## config.mk

```make
export PLATFORM = sky130hd
export DESIGN_NAME = lsu_align
export DESIGN_NICKNAME = d
export VERILOG_FILES = /design/src/rtl/lsu_align.sv
export SDC_FILE = /design/constraint.sdc
export NUM_CORES = 1
export LEC_CHECK = 0
export ABC_CLOCK_PERIOD_IN_PS = 8000
export BUFFER_PORTS_ARGS = -buffer_cell sky130_fd_sc_hd__clkbuf_2
export CORE_ASPECT_RATIO = 1.5
export CORE_MARGIN = 2
export CORE_UTILIZATION = 55
export CTS_CLUSTER_DIAMETER = 30
export CTS_CLUSTER_SIZE = 25
export DETAILED_ROUTE_END_ITERATION = 8
export GPL_TIMING_DRIVEN = 0
export PLACE_DENSITY = 0.85
export SYNTH_ARGS = -nofsm -noshare
export SYNTH_HDL_FRONTEND = slang
export SYNTH_SLANG_ARGS = --single-unit
```

## constraint.sdc

```tcl
create_clock -name clk -period 8 [get_ports clk]
set_input_delay 1.6 -clock clk [delete_from_list [all_inputs] [get_ports clk]]
set_output_delay 1.6 -clock clk [all_outputs]
set_load 0.005 [all_outputs]
```

## src/rtl/lsu_align.sv

```systemverilog
// ============================================================================
// lsu_align : RV32I load/store alignment unit in front of a word-wide memory.
// Optional misalignment trap enabled by defining LSU_MISALIGN_TRAP_EN.
// Revision  : 1.0
// ============================================================================
`default_nettype none

module lsu_align #(
  parameter int ADDR_W = 32,
  parameter int XLEN   = 32
) (
  input  logic              clk,
  input  logic              rst,
  input  logic              req_valid,
  output logic              req_ready,
  input  logic              req_we,
  input  logic [2:0]        req_funct3,
  input  logic [ADDR_W-1:0] req_addr,
  input  logic [XLEN-1:0]   req_wdata,
  output logic              resp_valid,
  output logic [XLEN-1:0]   resp_rdata,
  output logic              resp_misaligned,
  output logic [ADDR_W-1:0] mem_addr,
  output logic              mem_r_enable,
  output logic              mem_w_enable,
  output logic [XLEN-1:0]   mem_wdata,
  input  logic [XLEN-1:0]   mem_rdata
);

  typedef enum logic [2:0] {
    S_IDLE = 3'd0,
    S_RD   = 3'd1,
    S_WAIT = 3'd2,
    S_WR   = 3'd3,
    S_RESP = 3'd4
  } state_t;

  state_t            state_q, state_d;
  logic              we_q;
  logic [2:0]        funct3_q;
  logic [ADDR_W-1:0] addr_q;
  logic [XLEN-1:0]   wdata_q;
  logic [XLEN-1:0]   old_q;
  logic [XLEN-1:0]   rdata_q, rdata_d;
  logic [XLEN-1:0]   merge_w;
  logic [7:0]        byte_w;
  logic [15:0]       half_w;
  logic              req_byte_w, req_half_w, req_word_w;
  logic              q_byte_w, q_half_w;
  logic              trap_w;
  logic              accept_w;

  // Reserved width codes (011, 110, 111) fall into the word class.
  assign req_byte_w = (req_funct3[1:0] == 2'b00);
  assign req_half_w = (req_funct3[1:0] == 2'b01);
  assign req_word_w = ~req_byte_w & ~req_half_w;
  assign q_byte_w   = (funct3_q[1:0] == 2'b00);
  assign q_half_w   = (funct3_q[1:0] == 2'b01);
  assign accept_w   = (state_q == S_IDLE) & req_valid;

`ifdef LSU_MISALIGN_TRAP_EN
  logic misal_q;
  assign trap_w = (req_half_w & req_addr[0]) | (req_word_w & (req_addr[1:0] != 2'b00));
  assign resp_misaligned = (state_q == S_RESP) & misal_q;
`else
  assign trap_w = 1'b0;
  assign resp_misaligned = 1'b0;
`endif

  always_comb begin
    state_d = state_q;
    case (state_q)
      S_IDLE: begin
        if (req_valid) begin
          if (trap_w)                   state_d = S_RESP;
          else if (req_we && req_word_w) state_d = S_WR;
          else                          state_d = S_RD;
        end
      end
      S_RD:    state_d = S_WAIT;
      S_WAIT:  state_d = we_q ? S_WR : S_RESP;
      S_WR:    state_d = S_RESP;
      S_RESP:  state_d = S_IDLE;
      default: state_d = S_IDLE;
    endcase
  end

  always_comb begin
    case (addr_q[1:0])
      2'b00:   byte_w = mem_rdata[7:0];
      2'b01:   byte_w = mem_rdata[15:8];
      2'b10:   byte_w = mem_rdata[23:16];
      default: byte_w = mem_rdata[31:24];
    endcase
    half_w = addr_q[1] ? mem_rdata[31:16] : mem_rdata[15:0];
  end

  // Load result is only registered in WAIT; cleared on every store or trap accept.
  always_comb begin
    rdata_d = rdata_q;
    if (accept_w && (req_we || trap_w)) begin
      rdata_d = '0;
    end else if (state_q == S_WAIT && !we_q) begin
      if (q_byte_w)
        rdata_d = funct3_q[2] ? {{(XLEN-8){1'b0}}, byte_w} : {{(XLEN-8){byte_w[7]}}, byte_w};
      else if (q_half_w)
        rdata_d = funct3_q[2] ? {{(XLEN-16){1'b0}}, half_w} : {{(XLEN-16){half_w[15]}}, half_w};
      else
        rdata_d = mem_rdata;
    end
  end

  always_comb begin
    merge_w = old_q;
    if (q_byte_w) begin
      case (addr_q[1:0])
        2'b00:   merge_w[7:0]   = wdata_q[7:0];
        2'b01:   merge_w[15:8]  = wdata_q[7:0];
        2'b10:   merge_w[23:16] = wdata_q[7:0];
        default: merge_w[31:24] = wdata_q[7:0];
      endcase
    end else if (q_half_w) begin
      if (addr_q[1]) merge_w[31:16] = wdata_q[15:0];
      else           merge_w[15:0]  = wdata_q[15:0];
    end else begin
      merge_w = wdata_q;
    end
  end

  always_ff @(posedge clk or posedge rst) begin
    if (rst) begin
      state_q  <= S_IDLE;
      we_q     <= 1'b0;
      funct3_q <= 3'b000;
      addr_q   <= '0;
      wdata_q  <= '0;
      old_q    <= '0;
      rdata_q  <= '0;
    end else begin
      state_q <= state_d;
      rdata_q <= rdata_d;
      if (accept_w) begin
        we_q     <= req_we;
        funct3_q <= req_funct3;
        addr_q   <= req_addr;
        wdata_q  <= req_wdata;
      end
      if (state_q == S_WAIT && we_q) begin
        old_q <= mem_rdata;
      end
    end
  end

`ifdef LSU_MISALIGN_TRAP_EN
  always_ff @(posedge clk or posedge rst) begin
    if (rst)           misal_q <= 1'b0;
    else if (accept_w) misal_q <= trap_w;
  end
`endif

  assign req_ready    = (state_q == S_IDLE);
  assign resp_valid   = (state_q == S_RESP);
  assign resp_rdata   = rdata_q;
  assign mem_r_enable = (state_q == S_RD);
  assign mem_w_enable = (state_q == S_WR);
  assign mem_addr     = (state_q == S_RD || state_q == S_WR) ? {addr_q[ADDR_W-1:2], 2'b00} : '0;
  assign mem_wdata    = (state_q == S_WR) ? merge_w : '0;

endmodule

`default_nettype wire
```

======== Word-level counts from Yosys, hierarchy flattened ========
Cells that the tools add are included.
operators by class
  bitwise logic cells ..................... 4
  multiplexer cells ....................... 22
  equal/unequal tests ..................... 9
  reduce and logical (&&, ||, !) cells .... 12
operators by type and width
  kind                count
  $mux 32             10
  $mux 16             3
  $mux 8              4
  $pmux 8 s3          1
  $pmux 3 s4          1
  $eq 2x1->1 const B  3
  $eq 3x2->1 const B  2
  $logic_not 2->1     3
  $mux 3              2
  $logic_and 1x1->1   4
  $eq 3x1->1 const B  1
  $eq 3x3->1 const B  1
  $logic_not 3->1     1
  $reduce_or 3->1     1
  $and 1x1->1         2
  $eq 2x2->1 const B  1
  $mux 2              1
  $ne 2x2->1 const B  1
  $not 1->1           2
  $reduce_bool 2->1   1
  $logic_not 1->1     1
  $logic_or 1x1->1    1
word-level totals
  flip-flop bits (word level) ............. 135
  logic and storage cells ................. 54
  bits of input ports ..................... 103

======== Depth between registers and ports, before layout ========
Gate-level depths: netlist (run 1).
  depth after elaboration ................. 7
  depth in mapped cells ................... 8
  depth with buffers taken out ............ 5

======== Worst setup path after synthesis (run 1) ========
Ideal clock, no wire load.
  kind .................................... register to output
  from .................................... register state_q[2]
  to ...................................... output port mem_wdata[15]
  data required time ...................... 6.400 ns
  stages on the path, launching flop included .. 9
  arrival time ............................ 1.591 ns
  slack ................................... 4.809 ns
  path buffers ............................ 3
  path through ............................ dfrtp_1 buf_2 nand2b_1 or2_2 buf_2 clkinv_1 buf_4 o221ai_1 a21oi_1
on the way
  word-level cells in the longest chain between the ends .. 2
RTL lines
  item                    RTL line  text
  from (decl)             38        state_t state_q, state_d;
  from (signal assigned)  140       state_q <= state_d;
  $eq 3x2->1              -
  named net mem_w_enable  25        output logic mem_w_enable,
  $mux 32                 167       assign mem_wdata = (state_q == S_WR) ? merge_w : '0;
  to (decl)               26        output logic [XLEN-1:0] mem_wdata,
The timed path passes the listed nets, and every way through them passes these cells.

======== Worst setup path after layout (run 1) ========
  from .................................... register funct3_q[0]
  to ...................................... output port mem_wdata[24]
on the way
  word-level cells in the longest chain between the ends .. 4
RTL lines
  item                    RTL line  text
  from (decl)             40        logic [2:0] funct3_q;
  from (signal assigned)  144       funct3_q <= req_funct3;
  $eq 2x1->1              58        assign q_half_w = (funct3_q[1:0] == 2'b01);
  $mux 32                 122       end else if (q_half_w) begin
  $mux 32 (*)             115       if (q_byte_w) begin
  $mux 32 (*)             167
Every way passes the cells marked *; elsewhere a longest branch is shown, timed or not.

==> flow_summary.ini, run 1 <==
[detailed_routing]
vias = 5386
viasPerCell = 5.81
drcViolationCount = 0
wire_per_inst_um = 20.3
postRouteAntennaNets = 0
drtIter0Drc = 287
firstDrtPassIters = 5
drt-total-wl_um = 18800

[timing]
finalHoldViolCount = 0
clock.fmax_mhz = 244
rsz0062_at_grt = false
drv_slew = 0
slew_headroom_pct = 58.6
fin_crit_sh_pct = 51.3
setup_tns_ns = 0
worst_pin_slew_ns = 0.621
skew_ns = 0.00847
finalHoldWorstSlack_ns = 0.481
period_minus_slack_ns = 4.10
setup-violations-final = 0

[critical_path]
cp.arrival_ns = 2.50
required_ns = 6.40
critPathCaptureType = primary output
r2r_slack_ns = 5.88
cp_max_fo = 10
rr_startpoint = state_q[1]$_DFFE_PP0P_
worst_r2r_path_depth = 5
start_kind = flop
r2r-end = resp_rdata[17]$_DFFE_PP0P_
criticalPathCategory = reg -> out

[power_and_ir_drop]
power.share.sequential_pct = 35.4
pwr_density_cell_nw_per_um2 = 427
pwr-share-clk_pct = 23.0
power.switching_w = 0.00127
power.internal_w = 0.00227
comb_power_share_pct = 41.6
swShare_pct = 35.9
leakagePower_nw = 3.99
ir_drop_mv = 0.231

[synthesis]
yosys.area.top_type_share_pct = 52.3
async_flop_share_pct = 100
synthCells = 542
yosysUniqueCellTypes = 36
synth_area_um2 = 6450
avgSynthCellArea_um2 = 11.9
synthMostInstantiatedCell = dfrtp_1
synth-seq-area-share_pct = 52.3
synth.area.top_cells = dfrtp_1, mux2_2, and2_1
ys_ff_latch = 135
ys_warn_count = 0
synthTopCellsByCount = dfrtp_1, mux2_2, nor2_1, o21ai_0, and2_1
synth_top_area_cell = dfrtp_1
ys.flop_type = dfrtp_1
synth_edf_count = 0

[cells_and_area]
fin_util_pct = 72.3
n_antenna_cell = 0
drive_gt1_share_pct = 47.1
fin_nets = 867
fillers = 839
area_growth_pct = 28.5

[min_path]
min_to = resp_rdata[14]$_DFFE_PP0P_
hold_depth = 2
min_path_type = reg -> reg
worstHoldStart = resp_rdata[14]$_DFFE_PP0P_

[global_route]
grt-ovfl-total = 0
grt_max_degree = 69
grt_use_total_pct = 30.3
antenna_found_initial = 0
grt_pass1_vias = 5475
grt_pass1_wl_um = 28900

[floorplanning]
io_pins = 204
rows = 48
start_util_pct = 56.3
die_h_um = 137
die-area_um2 = 12600
die_w_um = 92.4
coreArea_um2 = 11500

[cts]
cts_buffer_depth = 2
cts_buffers = 17
ctsHoldBuffers = 0
clock-root-buffer = clkbuf_16
cts_max_level = 4
cts_setup_buffers = 0
cts.sinks = 135
clk_transition_reported_paths_ns = 0.06
ctsResizeCount = 0
clk_latency_ns = 0.42
cts_tree = done

[placed_design]
numPortBuffers = 200
gp_congestion = 0.922
hpwl_um = 14200

[job]
drv_cap = 0

[run_status]
status = complete, no violations
-- cells by family (layout without fill, tap and decap cells) --
group                  Yosys count  in the layout  share of synthesized area, %
flip-flops                     135            135                          52.3
multiplexers                   116            116                          21.3
AO/OA/AOI/OAI                  117            117                          13.1
buffers and inverters           60            293                          4.34
other                            1              3                        0.0581
AND/OR/NAND/NOR                113            113                          8.88
-- worst max-delay path: stages, from the launching register on --
cell      delay [ns]
dfrtp_1         0.31
clkbuf_1        0.34
buf_1           0.45
o21ai_1         0.31
a221oi_1        0.45
nor2_1          0.09
clkbuf_2        0.13
-- how the worst max path moves through the flow --
stage	startpoint	end	cells after the start
final	funct3_q[0]$_DFFE_PP0N_	mem_wdata[24]	6
after global routing	funct3_q[0]$_DFFE_PP0N_	mem_wdata[24]	6
after CTS	funct3_q[0]$_DFFE_PP0N_	mem_wdata[24]	6
after detailed placement	funct3_q[0]$_DFFE_PP0N_	mem_wdata[24]	6
after global placement	rst	resp_rdata[19]$_DFFE_PP0P_	2
after floorplan	rst	addr_q[0]$_DFFE_PP0N_	1
-- flip-flops by register name, indices dropped and copies added (netlist names) --
signal      count
we_q            1
funct3_q        3
old_q          32
state_q         3
resp_rdata     32
addr_q         32
wdata_q        32
-- routing by layer --
metal  GRT usage (%)  routed length (µm)  vias up
li1                -                   -     2419
met1            35.1                7070     2641
met2            53.2                9760      276
met3            5.89                1290       50
met4            15.6                 706        0
met5               0                   0        -
-- power groups by stage --
stage          Combinational (W)  Clock [W]  Sequential (W)
2_1_floorplan            0.00102          0         0.00118
3_3_place_gp             0.00141          0         0.00123
3_5_place_dp             0.00146          0         0.00125
4_1_cts                  0.00147   0.000820         0.00125
5_1_grt                  0.00160   0.000847         0.00129
6_report                 0.00147   0.000815         0.00126
-- cell usage in the layout (no fill, tap or decap), types with 4 or more instances in the layout --
cell type,instances
clkbuf_2,200
dfrtp_1,135
mux2_2,91
nor2_1,37
o21ai_0,35
and2_1,32
nand2_1,26
buf_2,20
clkbuf_1,17
mux2i_1,17
clkbuf_16,17
a221o_1,16
o221ai_1,16
a21oi_1,11
inv_1,11
a211oi_1,10
buf_4,8
a22o_1,8
a221oi_1,8
mux4_2,8
o22ai_1,7
bufinv_16,4
clkinv_2,4
-- metrics by stage --
stage / setup WS [ns] / power (W) / instance area, µm² / std cells
5_1_grt: 3.74 / 0.00373 / 8300 / 927
6_report: 3.90 / 0.00354 / 8300 / 927
3_5_place_dp: 4.38 / 0.00272 / 7680 / 895
2_1_floorplan: 2.79 / 0.00220 / 6460 / 544
3_3_place_gp: 1.55 / 0.00264 / 7650 / 894
4_1_cts: 3.93 / 0.00354 / 8300 / 927
-- layout make-up --
class                      count  area (µm²)  area share (%)
buffer                        46         228            2.75
sequential                   135        3380            40.7
clock buffer                  19         433            5.22
clock inverter                13         180            2.17
timing repair buffer         201        1030            12.4
inverter                      14        57.6           0.694
multi-input combinational    349        2800            33.8
tap                          150         188            2.26
(Power assumes the default switching activity.)
==> run 2, diff against run 1 <==
ABC_AREA = 1   (was default)
ABC_CLOCK_PERIOD_IN_PS = 3560   (was 8000)
CORE_UTILIZATION = 48   (was 55)
PLACE_DENSITY = 0.77   (was 0.85)
clock period = 3.56 ns   (was 8 ns; I/O delays follow)
==> flow_summary.ini, run 2 <==
[cells_and_area]
most-common-layout-cells = nand2_1, clkbuf_2, dfrtp_1
drive_gt1_share_pct = 24.3
n_antenna_cell = 0
finalNonFillerCells = 1482
fin_nets = 1373
layout_commonest_cell = nand2_1
fillers = 1444
area_growth_pct = 25.9

[critical_path]
cp_max_fo = 10
cp.arrival_ns = 2.49
critPathCaptureType = primary output
crit_slowest_cell = nor2_1
slowest_delay_ns = 0.47
start_kind = flop
required_ns = 2.85
cp_top_family = buffers and inverters
criticalPathCategory = reg -> out
critical_path_buf_inv_count = 4
crit_chain = inv_1 -> nand2_1 -> nor2_1 -> inv_1 -> clkbuf_1 -> a21oi_1 -> clkbuf_2
cpMostUsedCell = inv_1

[timing]
clock.fmax_mhz = 312
slew_headroom_pct = 58.8
worst_pin_slew_ns = 0.618
fin_crit_sh_pct = 90.0
period_minus_slack_ns = 3.20
finalHoldViolCount = 0
skew_ns = 0.00806
setup-violations-final = 0
layout_setup_ws_ns = 0.357
rsz0062_at_grt = false
setup_tns_ns = 0
drv_slew = 0

[power_and_ir_drop]
power.switching_w = 0.00391
pwr-share-clk_pct = 20.5
swShare_pct = 44.8
power.internal_w = 0.00482
comb_power_share_pct = 48.0
pwr_density_cell_nw_per_um2 = 940
leakagePower_nw = 5.16
power.share.sequential_pct = 31.5
ir_drop_mv = 0.494

[floorplanning]
die_h_um = 156
io_pins = 204
start_util_pct = 49.0
coreArea_um2 = 15100
die_w_um = 105
rows = 55
die-area_um2 = 16400

[job]
drv_cap = 0

[synthesis]
synth-seq-area-share_pct = 45.7
synthCells = 1046
synth_area_um2 = 7390
ys_ff_latch = 135
synthTopCellsByCount = nand2_1, dfrtp_1, o21ai_0, inv_1, nor2_1
synth_top_area_cell = dfrtp_1
avgSynthCellArea_um2 = 7.06
async_flop_share_pct = 100
synth.area.top_cells = dfrtp_1, nand2_1, o21ai_0
yosysUniqueCellTypes = 25
yosys.area.top_type_share_pct = 45.7
ys_warn_count = 0
ys.flop_type = dfrtp_1
synthMostInstantiatedCell = nand2_1
synth_edf_count = 0

[cts]
clk_transition_reported_paths_ns = 0.06
cts_buffers = 17
clock-root-buffer = clkbuf_16
ctsResizeCount = 0
cts_setup_buffers = 0
clk_latency_ns = 0.43
cts_buffer_depth = 2
cts_max_level = 4
ctsHoldBuffers = 0
cts_tree = done
cts.sinks = 135

[detailed_routing]
vias = 7845
wire_per_inst_um = 16.9
viasPerCell = 5.29
postRouteAntennaNets = 0
drt-total-wl_um = 25100
drtIter0Drc = 554
firstDrtPassIters = 8
drcViolationCount = 0

[placed_design]
place_inst = 1450
numPortBuffers = 200
dp_slack_ns = 0.880
gp_congestion = 1.02
hpwl_um = 19300

[min_path]
min_path_type = in -> async

[global_route]
grt_pass1_vias = 7580
antenna_found_initial = 0
grt_pass1_wl_um = 39600
grt_use_total_pct = 31.3
grt-ovfl-total = 0
grt_max_degree = 43

[run_status]
status = complete, no violations
-- run 2: area by class of cell --
cell class / count / area, µm² / share of cell area (%)
timing repair buffer: 203 / 1060 / 11.4
inverter: 116 / 439 / 4.72
clock buffer: 20 / 447 / 4.81
tap: 199 / 249 / 2.68
sequential: 135 / 3380 / 36.3
multi-input combinational: 730 / 3200 / 34.4
buffer: 67 / 379 / 4.08
clock inverter: 12 / 141 / 1.52
-- run 2: kinds of logic (layout without fill, tap and decap cells) --
group	after synthesis	in the layout	share of synthesized area, %
DFF	135	135	45.7
and+or+nand+nor	499	499	27.3
buffers and inverters	183	418	11.0
other	1	3	0.0508
AOI/OAI and AO/OA	228	228	15.9
-- run 2: power groups by stage --
stage	logic, W	registers [W]	clock network (W)
floorplan	0.00280	0.00263	0
global placement	0.00407	0.00274	0
detailed placement	0.00414	0.00275	0
CTS	0.00417	0.00273	0.00179
global route	0.00475	0.00282	0.00187
finish	0.00419	0.00275	0.00179
-- run 2: metrics by stage --
stage | total power, W | util, % | hold slack (ns) | cell area (µm²)
2_1_floorplan | 0.00543 | - | 0.437 | 7400
3_3_place_gp | 0.00681 | 57.4 | 0.456 | 8650
3_5_place_dp | 0.00688 | 57.8 | 0.460 | 8710
4_1_cts | 0.00869 | 61.7 | 0.331 | 9300
5_1_grt | 0.00945 | 61.7 | 0.351 | 9300
6_report | 0.00873 | 61.7 | 0.323 | 9300
-- run 2: worst register-to-register path: cells and delay by family (launching register included) --
kind	cells	cell delay, ns
and+or+nand+nor	3	0.77
buffers and inverters	3	0.55
DFF	1	0.38
-- run 2: per-layer routing --
metal	GRT usage, %	wire (µm)	vias to the layer above
li1	-	-	3745
met1	37.5	9740	3616
met2	53.0	12100	393
met3	6.02	1820	91
met4	16.8	1430	0
met5	0	0	-
-- run 2: path summary, 6_finish.rpt --
path	cells after the start	slack (ns)	end	from
worst min register to register	2	0.47	wdata_q[29]$_DFFE_PP0N_	wdata_q[29]$_DFFE_PP0N_
worst min-delay path	2	0.32	old_q[5]$_DFFE_PP0P_	rst
worst max-delay path	7	0.36	mem_wdata[15]	state_q[2]$_DFFE_PP0P_
max in group asynchronous	3	2.65	state_q[1]$_DFFE_PP0P_	rst
min in group clk	2	0.47	wdata_q[29]$_DFFE_PP0N_	wdata_q[29]$_DFFE_PP0N_
worst max register to register	6	1.79	state_q[2]$_DFFE_PP0P_	state_q[2]$_DFFE_PP0P_
==> run 3, diff against run 2 <==
BUFFER_PORTS_ARGS = -buffer_cell sky130_fd_sc_hd__buf_2   (was -buffer_cell sky130_fd_sc_hd__clkbuf_2)
CORE_UTILIZATION = 46   (was 48)
PLACE_DENSITY = 0.74   (was 0.77)
==> flow_summary.ini, run 3 (synthesis gave the netlist of run 2 again) <==
[placed_design]
place_inst = 1454
gp_congestion = 1.02
hpwl_um = 19200
dp_slack_ns = 0.925
numPortBuffers = 200

[detailed_routing]
wire_per_inst_um = 16.5
drt-total-wl_um = 24600
drtIter0Drc = 595
viasPerCell = 5.23
firstDrtPassIters = 5
postRouteAntennaNets = 0
vias = 7766
drcViolationCount = 0

[global_route]
grt_pass1_vias = 7540
grt_pass1_wl_um = 38700
antenna_found_initial = 1
grt-ovfl-total = 0
grt_max_degree = 44
grt_use_total_pct = 29.1

[cells_and_area]
most-common-layout-cells = nand2_1, buf_2, dfrtp_1
drive_gt1_share_pct = 24.4
finalNonFillerCells = 1486
fillers = 1540
area_growth_pct = 26.7
layout_commonest_cell = nand2_1
fin_nets = 1373

[critical_path]
critPathCaptureType = primary output
cp_max_fo = 10
criticalPathCategory = reg -> out
worst_r2r_path_depth = 6
crit_chain = inv_1 -> nand2_1 -> nor2_1 -> inv_1 -> clkbuf_1 -> a21oi_1 -> buf_2
slowest_delay_ns = 0.44
cpMostUsedCell = inv_1
cp.arrival_ns = 2.45
critical_path_buf_inv_count = 4
cp.depth = 7
start_kind = flop
cp_top_family = buffers and inverters
crit_slowest_cell = nor2_1
required_ns = 2.85

[power_and_ir_drop]
comb_power_share_pct = 47.1
leakagePower_nw = 5.24
pwr_density_cell_nw_per_um2 = 942
power.share.sequential_pct = 31.1
power.switching_w = 0.00383
total_power_w = 0.00881
ir_drop_mv = 0.451
power.internal_w = 0.00498
swShare_pct = 43.5
pwr-share-clk_pct = 21.8

[cts]
cts.sinks = 135
ctsHoldBuffers = 0
clock-root-buffer = clkbuf_16
cts_buffers = 17
clk_transition_reported_paths_ns = 0.06
ctsResizeCount = 0
cts_max_level = 4
cts_setup_buffers = 0
cts_buffer_depth = 2
cts_tree = done
clk_latency_ns = 0.42

[floorplanning]
die-area_um2 = 17100
die_h_um = 159
die_w_um = 107
coreArea_um2 = 15700
start_util_pct = 47.1
io_pins = 204
rows = 56

[timing]
slew_headroom_pct = 63.3
period_minus_slack_ns = 3.16
drv_slew = 0
fin_crit_sh_pct = 88.7
skew_ns = 0.0111
rsz0062_at_grt = false
finalHoldWorstSlack_ns = 0.292
setup_tns_ns = 0
finalHoldViolCount = 0
setup-violations-final = 0
layout_setup_ws_ns = 0.402
clock.fmax_mhz = 317
worst_pin_slew_ns = 0.550

[job]
drv_cap = 0

[run_status]
status = complete, no violations

[min_path]
min_path_type = in -> async
## run 3: cell count changes in the layout (fill, tap and decap cells not counted), moves of 2 or more
cell,change
buf_2,+200
bufinv_16,+2
clkbuf_1,-2
clkbuf_2,-200
clkinv_4,+3
clkinvlp_4,-3
## run 3: layout make-up
class / instances / area (µm²) / area share, %
antenna: 1 / 2.50 / 0.0267
buffer: 67 / 379 / 4.05
clock buffer: 19 / 453 / 4.84
clock inverter: 12 / 189 / 2.02
inverter: 116 / 439 / 4.69
multi-input combinational: 730 / 3200 / 34.2
sequential: 135 / 3380 / 36.1
tap: 203 / 254 / 2.71
timing repair buffer: 203 / 1060 / 11.3
## run 3: per-layer routing
layer  GRT usage, %  wire, µm  vias up
li1               -         -     3744
met1           35.1      9480     3505
met2           47.2     11500      414
met3           5.49      1900      103
met4           18.8      1680        0
met5              0         0        -
## run 3: path summary, 6_finish.rpt
check | slack, ns | end | startpoint
worst min register to register | 0.47 | wdata_q[20]$_DFFE_PP0N_ | wdata_q[20]$_DFFE_PP0N_
worst max-delay path | 0.40 | mem_wdata[15] | state_q[2]$_DFFE_PP0P_
min in group clk | 0.47 | wdata_q[20]$_DFFE_PP0N_ | wdata_q[20]$_DFFE_PP0N_
worst max register to register | 1.89 | state_q[2]$_DFFE_PP0P_ | state_q[2]$_DFFE_PP0P_
max in group asynchronous | 2.46 | funct3_q[1]$_DFFE_PP0N_ | rst
worst min-delay path | 0.29 | old_q[4]$_DFFE_PP0P_ | rst
## run 3: power by group through the flow
stage	clock network, W	logic, W	registers, W
after floorplan	0	0.00280	0.00263
after global placement	0	0.00405	0.00273
after detailed placement	0	0.00412	0.00274
after CTS	0.00194	0.00413	0.00273
after global routing	0.00201	0.00468	0.00282
final	0.00192	0.00415	0.00274
## run 3: through the flow
stage	cell area, µm²	util, %
floorplan	7400	-
global placement	8650	55.1
detailed placement	8710	55.5
CTS	9350	59.6
global route	9360	59.6
finish	9360	59.6
